===== src/rtl/atmos_light_ctrl_pkg.sv =====
// Shared types and defaults for the atmospheric-light controller and its sibling
// frame-level blocks.
package atmos_light_ctrl_pkg;

    localparam int PIX_W = 8;

    localparam logic [PIX_W-1:0] A_INIT_DEF       = 8'd255;
    localparam logic [PIX_W-1:0] A_MIN_DEF        = 8'd100;
    localparam int               SMOOTH_SHIFT_DEF = 2;
    localparam int               PIX_CNT_W_DEF    = 22;

    typedef logic [PIX_W-1:0] pix_t;

    typedef enum logic [1:0] {
        ST_IDLE  = 2'd0,
        ST_ACCUM = 2'd1,
        ST_CALC  = 2'd2,
        ST_APPLY = 2'd3
    } state_e;

    function automatic pix_t pix_max(input pix_t a, input pix_t b);
        return (a > b) ? a : b;
    endfunction

endpackage


===== src/rtl/atmos_light_ctrl_if.sv =====
// Dark-channel pixel stream: frame/line/pixel qualifiers plus pixel data.
interface atmos_light_ctrl_if;

    logic                      dark_vsync;
    logic                      dark_href;
    logic                      dark_clken;
    atmos_light_ctrl_pkg::pix_t dark_img;

    modport master (output dark_vsync, dark_href, dark_clken, dark_img);
    modport slave  (input  dark_vsync, dark_href, dark_clken, dark_img);

endinterface


===== src/rtl/atmos_light_ctrl_sync_edge_det.sv =====
// Registered rise/fall detector; RST_LVL chooses what the input is assumed to be
// at reset so a level already present at reset release produces no edge.
module atmos_light_ctrl_sync_edge_det #(
    parameter logic RST_LVL = 1'b0
) (
    input  logic clk,
    input  logic rst_n,
    input  logic d,
    output logic rise,
    output logic fall
);

    logic d_q;
    logic d_d;

    always_comb d_d = d;

    // NOTE: sequential state uses non-blocking (<=) so every flop samples pre-edge values.
    always_ff @(posedge clk or negedge rst_n) begin
        if (!rst_n) d_q <= RST_LVL;
        else        d_q <= d_d;
    end

    assign rise = d & ~d_q;
    assign fall = ~d & d_q;

endmodule


===== src/rtl/atmos_light_ctrl.sv =====
// Tracks the per-frame dark-channel maximum and, at each frame end, updates the
// atmospheric light A through a clamp and first-order IIR; A is frozen during frames.
module atmos_light_ctrl
    import atmos_light_ctrl_pkg::*;
#(
    parameter pix_t A_INIT       = A_INIT_DEF,
    parameter pix_t A_MIN        = A_MIN_DEF,
    parameter int   SMOOTH_SHIFT = SMOOTH_SHIFT_DEF,
    parameter int   PIX_CNT_W    = PIX_CNT_W_DEF
) (
    input  logic                clk,
    input  logic                rst_n,
    atmos_light_ctrl_if.slave   dark,
    input  logic                cfg_a_manual_en,
    input  pix_t                cfg_a_manual,
    output pix_t                A_value,
    output logic                a_valid,
    output logic                a_update,
    output pix_t                frame_max,
    output logic [15:0]         frame_cnt
);

    logic rise;
    logic fall;
    logic pix_ok;

    state_e               state_q, state_d;
    pix_t                 cur_max_q, cur_max_d;
    logic [PIX_CNT_W-1:0] pix_cnt_q, pix_cnt_d;
    pix_t                 max_l_q, max_l_d;
    pix_t                 nxt_q, nxt_d;
    pix_t                 a_value_q, a_value_d;
    logic                 a_valid_q, a_valid_d;
    logic                 a_update_q, a_update_d;
    pix_t                 frame_max_q, frame_max_d;
    logic [15:0]          frame_cnt_q, frame_cnt_d;

    pix_t              src;
    pix_t              target;
    pix_t              smooth_c;
    logic signed [8:0] diff;
    logic signed [8:0] step;
    logic signed [8:0] smooth;

    // Reset level 1: a frame already in progress at reset release is ignored.
    atmos_light_ctrl_sync_edge_det #(.RST_LVL(1'b1)) u_vsync_edge (
        .clk   (clk),
        .rst_n (rst_n),
        .d     (dark.dark_vsync),
        .rise  (rise),
        .fall  (fall)
    );

    assign pix_ok = dark.dark_vsync & dark.dark_href & dark.dark_clken;

    // NOTE: every always_comb output gets a default first, so no path infers a latch.
    always_comb begin
        cur_max_d = cur_max_q;
        pix_cnt_d = pix_cnt_q;
        if (rise) begin
            cur_max_d = pix_ok ? dark.dark_img : '0;
            pix_cnt_d = pix_ok ? PIX_CNT_W'(1) : '0;
        end else if (pix_ok) begin
            cur_max_d = pix_max(cur_max_q, dark.dark_img);
            if (pix_cnt_q != '1) pix_cnt_d = pix_cnt_q + PIX_CNT_W'(1);
        end
    end

    always_ff @(posedge clk or negedge rst_n) begin
        if (!rst_n) state_q <= ST_IDLE;
        else        state_q <= state_d;
    end

    always_comb begin
        state_d = state_q;
        case (state_q)
            ST_IDLE:  if (rise) state_d = ST_ACCUM;
            ST_ACCUM: if (fall) state_d = (pix_cnt_q != '0) ? ST_CALC : ST_IDLE;
            ST_CALC:  state_d = ST_APPLY;
            ST_APPLY: state_d = ST_IDLE;
            default:  state_d = ST_IDLE;
        endcase
    end

    // Smoother: 9-bit signed step, arithmetic shift floors toward -inf.
    always_comb begin
        src      = cfg_a_manual_en ? cfg_a_manual : max_l_q;
        target   = pix_max(src, A_MIN);
        diff     = $signed({1'b0, target}) - $signed({1'b0, a_value_q});
        step     = diff >>> SMOOTH_SHIFT;
        smooth   = $signed({1'b0, a_value_q}) + step;
        smooth_c = (smooth < $signed({1'b0, A_MIN})) ? A_MIN : smooth[7:0];
    end

    always_comb begin
        frame_max_d = frame_max_q;
        frame_cnt_d = frame_cnt_q;
        max_l_d     = max_l_q;
        nxt_d       = nxt_q;
        a_value_d   = a_value_q;
        a_valid_d   = a_valid_q;
        a_update_d  = 1'b0;
        case (state_q)
            ST_ACCUM: begin
                if (fall) begin
                    frame_max_d = cur_max_q;
                    frame_cnt_d = frame_cnt_q + 16'd1;
                    max_l_d     = cur_max_q;
                end
            end
            ST_CALC: begin
                if (!a_valid_q || cfg_a_manual_en || (SMOOTH_SHIFT == 0)) nxt_d = target;
                else                                                     nxt_d = smooth_c;
            end
            ST_APPLY: begin
                a_value_d  = nxt_q;
                a_valid_d  = 1'b1;
                a_update_d = 1'b1;
            end
            default: ;
        endcase
    end

    always_ff @(posedge clk or negedge rst_n) begin
        if (!rst_n) begin
            cur_max_q   <= '0;
            pix_cnt_q   <= '0;
            max_l_q     <= '0;
            nxt_q       <= '0;
            a_value_q   <= A_INIT;
            a_valid_q   <= 1'b0;
            a_update_q  <= 1'b0;
            frame_max_q <= '0;
            frame_cnt_q <= '0;
        end else begin
            cur_max_q   <= cur_max_d;
            pix_cnt_q   <= pix_cnt_d;
            max_l_q     <= max_l_d;
            nxt_q       <= nxt_d;
            a_value_q   <= a_value_d;
            a_valid_q   <= a_valid_d;
            a_update_q  <= a_update_d;
            frame_max_q <= frame_max_d;
            frame_cnt_q <= frame_cnt_d;
        end
    end

    assign A_value   = a_value_q;
    assign a_valid   = a_valid_q;
    assign a_update  = a_update_q;
    assign frame_max = frame_max_q;
    assign frame_cnt = frame_cnt_q;

endmodule


===== src/flat_wrapper.sv =====
// flat-port wrapper written by rule: the top's interface ports become plain ports
module atmos_light_ctrl_flat import atmos_light_ctrl_pkg::*;
#(
    parameter pix_t A_INIT       = A_INIT_DEF,
    parameter pix_t A_MIN        = A_MIN_DEF,
    parameter int   SMOOTH_SHIFT = SMOOTH_SHIFT_DEF,
    parameter int   PIX_CNT_W    = PIX_CNT_W_DEF
)
  (clk, rst_n, cfg_a_manual_en, cfg_a_manual, A_value, a_valid, a_update, frame_max, frame_cnt, dark_dark_vsync, dark_dark_href, dark_dark_clken, dark_dark_img);
  atmos_light_ctrl_if dark_i ();
  input  logic clk;
  input  logic rst_n;
  input  logic cfg_a_manual_en;
  input  pix_t cfg_a_manual;
  output pix_t A_value;
  output logic a_valid;
  output logic a_update;
  output pix_t frame_max;
  output logic [15:0] frame_cnt;
  input wire logic [$bits(dark_i.dark_vsync)-1:0] dark_dark_vsync;
  input wire logic [$bits(dark_i.dark_href)-1:0] dark_dark_href;
  input wire logic [$bits(dark_i.dark_clken)-1:0] dark_dark_clken;
  input wire logic [$bits(dark_i.dark_img)-1:0] dark_dark_img;
  assign dark_i.dark_vsync = dark_dark_vsync;
  assign dark_i.dark_href = dark_dark_href;
  assign dark_i.dark_clken = dark_dark_clken;
  assign dark_i.dark_img = dark_dark_img;
  atmos_light_ctrl #(.A_INIT(A_INIT), .A_MIN(A_MIN), .SMOOTH_SHIFT(SMOOTH_SHIFT), .PIX_CNT_W(PIX_CNT_W)) u_core (.clk(clk), .rst_n(rst_n), .dark(dark_i), .cfg_a_manual_en(cfg_a_manual_en), .cfg_a_manual(cfg_a_manual), .A_value(A_value), .a_valid(a_valid), .a_update(a_update), .frame_max(frame_max), .frame_cnt(frame_cnt));
endmodule

===== config.mk =====
export PLATFORM = sky130hd
export DESIGN_NAME = atmos_light_ctrl_flat
export DESIGN_NICKNAME = d
export VERILOG_FILES = /design/src/rtl/atmos_light_ctrl_pkg.sv /design/src/rtl/atmos_light_ctrl_if.sv /design/src/rtl/atmos_light_ctrl_sync_edge_det.sv /design/src/rtl/atmos_light_ctrl.sv /design/src/flat_wrapper.sv
export SDC_FILE = /design/constraint.sdc
export NUM_CORES = 1
export LEC_CHECK = 0
export ABC_AREA = 0
export CAP_MARGIN = 20
export CORE_MARGIN = 4
export CORE_UTILIZATION = 35
export DETAILED_ROUTE_END_ITERATION = 12
export DONT_BUFFER_PORTS = 1
export SYNTH_ARGS = -nofsm -noshare
export SYNTH_HDL_FRONTEND = slang
export SYNTH_HIERARCHICAL = 1
export SYNTH_SLANG_ARGS = --single-unit

===== constraint.sdc =====
create_clock -name clk -period 4.3 [get_ports clk]
set_clock_uncertainty 0.2 [all_clocks]
set_input_delay 0.215 -clock clk [delete_from_list [all_inputs] [get_ports clk]]
set_output_delay 0.215 -clock clk [all_outputs]
set_load 0.01 [all_outputs]

==> implementation parameters <==
Parameter                              Value

STA
  Fin. Hold Viols ... 0
  Setup-violating endpoint count in the final report ... 6
  Setup slack of the critical path after layout ... -0.0651 ns
  Pins over their slew limit ... 0
  Slew @ Worst Pin ... approximately 0.68 ns
  Final period utilization ... 102%
  Worst hold slack across all endpoints ... 0.0472 ns
  Highest achievable clock rate ... about 230 MHz
  Min cycle time layout ... about 4.4 ns
  Worst slew margin ... ~55%
  RSZ-0062 raised after global routing ... yes

Placement
  Instance area at placement ... roughly 4800 um^2
  HPWL Detailed ... roughly 7700 um
  Number of buffers inserted by port buffering ... 0
  RD Place Congestion ... slightly above 0.9

Yosys
  Compound-gate portion of the synthesized area ... between 10% and 20%
  Post-synthesis sequential area ratio ... ~43%
  Number of register bits inferred by synthesis ... 75
  YS warnings ... 6
  Fraction of synthesized area in multiplexers ... about 2.0%
  Main combinational cell family by area after synthesis ... simple AND/OR/NAND/NOR gates
  Netlist Area Pre-Place ... between 4000 and 5000 um^2
  Cell types with the largest area share after synthesis ... dfrtp_1 37%, ha_1 7.7%, xor2_1 5.6%
  Post-synth ARST share ... 100%
  Number of flops mapped to enable cells by yosys ... 0
  Most used flip-flop cell after synthesis ... dfrtp_1
  Share of Yosys cell area claimed by the top area cell type ... 37.4%
  Yosys cell types ... 63
  Cell count after synthesis ... 460
  Simple-gate share of the synthesized area ... 21.8%
  Post-synthesis cell type with the largest combined area ... dfrtp_1
  Synth Area in Adders ... under 10%
  Synth Area per Inst ... 9.59 um^2
  Post-synthesis xor/xnor area fraction ... 9.33%
  Synthesized Nets ... between 500 and 600
  Count leader, synth ... dfrtp_1
  List of most frequent post-synthesis cells ... 66 x dfrtp_1, 61 x nand2_1, 45 x nor2_1

Drt
  Vias after detailed routing ... around 3,500
  Routed wire length per instance ... 16.0 um
  Count of unresolved DRC violations after routing ... 0
  Number of vias per cell ... ~5.2
  Starting DRT DRC Count ... between 150 and 200
  DRT Wirelength ... between 10,000 and 15,000 um
  Remaining antenna violation count ... 0
  Iteration count of the initial detailed-routing pass ... 4

Outcome
  Run status ... finished, violations left
  Failing checks ... negative setup slack

Min path
  Tightest Hold Check Type ... in -> reg

CTS
  CTS tree ... built
  Htree depth ... 3
  Number of clock buffers inserted by TritonCTS ... 9
  Root Buffer Master ... clkbuf_16
  Clock slew at reported path FFs ... around 0.060 ns
  Clock latency at the later pin of the worst-skew pair ... around 0.33 ns
  Number of sinks driven by the clock tree ... 75
  Maximum buffer depth of the clock tree ... 2

Floorplan
  Overall die height ... ~120 um
  Die area ... ~14,000 um^2
  I/O Pins ... 56
  Std cell rows ... 40
  Placeable core region ... ~12,000 um^2
  Initial core utilization ... a little over a third
  Floorplan die width ... roughly 120 um

Finish
  Ant. Diodes ... 0
  Relative area change from synthesis to final layout ... 23.3%
  Net total in the final layout ... ~560
  Share of post-route cells with drive strength above 1 ... between 20% and 30%
  Final design area excluding fillers ... approximately 5400 um^2
  Final core occ ... between 40% and 50%

Critical path
  Critical path data required time ... around 4.3 ns
  Arrival time at the worst endpoint ... 4.39 ns
  CP Capture Type ... flip-flop
  Category of the critical setup timing path ... reg -> reg
  Startpoint type of the worst setup path ... flip-flop
  Critical path peak fanout ... 7

Global routing
  Via count of the first global-routing pass ... between 3,000 and 4,000
  Global-route wire length before repair ... ~17,000 um
  Pin count of the biggest net entering global routing ... 76
  Antenna violations before repair ... 0
  Overall Global Routing Usage ... 14.9%
  Aggregate global routing overflow ... 0

Power and ir drop
  Power per cell area ... ~780 nW/um^2
  Power Internal ... 2.49 mW
  Clock share of power ... 18.2%
  Combinational fraction of design power ... between 50% and 60%
  Static power due to leakage ... ~2.5 nW
  Switching component of the power ... ~1.7 mW
  Power consumption ... approximately 4.2 mW
  Share of total power in sequential cells ... between 20% and 30%
  Max rail drop VDD ... between 0.3 and 0.4 mV
  Sw Share ... 41.1%

Run
  Number of max-cap violations ... 0
[placed cells by master (no fill, tap or decap), drive strengths merged, types with 9 or more instances in the layout]
master	instances
dfrtp	66
xor2	28
nand2	61
a21oi	15
xnor2	19
ha	27
o21ai	24
nor2	45
dfstp	9
nand3	12
clkbuf	13
buf	34
dlygate4sd3	11
nand4	17
inv	23
[worst max-delay path, stage by stage, from the launching register on]
cell,delay (ns)
dfrtp_1,0.40
buf_4,0.17
mux2i_2,0.18
nand2_1,0.10
nor2_2,0.12
a41oi_2,0.15
nor2b_2,0.21
ha_1,0.31
a21oi_2,0.17
a21bo_2,0.27
a21oi_2,0.15
xnor2_1,0.16
ha_1,0.27
o21ai_1,0.09
a21oi_1,0.07
or4_1,0.44
a21oi_2,0.19
nor3_2,0.07
o211a_4,0.27
a31o_2,0.25
[cell families after synthesis]
group | after synthesis
compound gates | 82
xor+xnor | 47
fa+ha+maj | 28
buf+inv | 32
flops | 75
mux | 8
simple gates | 188
[layer usage]
metal	part of all wire, %	vias up	track usage (%)
met5	0	-	0
met4	1.8	0	4.32
met3	5.9	18	5.57
met2	48	72	23.4
met1	45	1733	19.2
li1	-	1713	-
[metrics by stage]
stage | cells | TNS, ns | setup slack (ns)
global placement | 644 | 0 | 0.0441
floorplan | 460 | 0 | 0.0834
global route | 680 | -1.56 | -0.221
detailed placement | 644 | -0.277 | -0.0665
finish | 680 | -0.254 | -0.0651
CTS | 673 | 0 | 0.000183
[power groups by stage]
stage	registers, mW	logic, mW	clock network (mW)
floorplan	1.03	1.33	0
global placement	1.06	1.92	0
detailed placement	1.07	1.93	0
CTS	1.06	2.04	0.792
global route	1.08	2.61	0.828
finish	1.06	2.41	0.770
[final cells by class]
type	instances	area, um^2
clock buffer	13	260
clock inverter	3	46.3
fill	1191	6720
inverter	23	86.3
multi-input combinational	353	2560
sequential	75	1890
tap	168	210
timing repair buffer	45	389
[timing repair]
item                                    CTS  global route
endpoints found under the setup margin    8             8
hold endpoints to repair                 85             0
hold buffers                             12             0
resized for setup                         4            31
pin swaps                                 1            14
buffers inserted                          1             7
[sequential cells by signal, summed over array words and instances, names as in the netlist, named ones only]
register,count
u_core/cur_max_q,8
u_core/A_value,8
u_core/nxt_q,8
u_core/state_q,1
u_core/frame_cnt,16
u_core/pix_cnt_q,22
u_core/u_vsync_edge/d_q,1
u_core/frame_max,8
u_core/a_valid,1
u_core/a_update,1
[final timing paths]
check	start	end	slack (ns)	depth (start not counted)
worst min register to register	u_core/nxt_q[7]	u_core/A_value[7]	0.30	2
max in group asynchronous	rst_n	u_core/A_value[6]	3.33	2
worst min-delay path	cfg_a_manual_en	u_core/nxt_q[7]	0.05	3
worst max-delay path	u_core/frame_max[4]	u_core/nxt_q[4]	-0.07	19
worst max register to register	u_core/frame_max[4]	u_core/nxt_q[4]	-0.07	19
min in group asynchronous	rst_n	u_core/pix_cnt_q[21]	0.22	2
(Power assumes the default switching activity.)
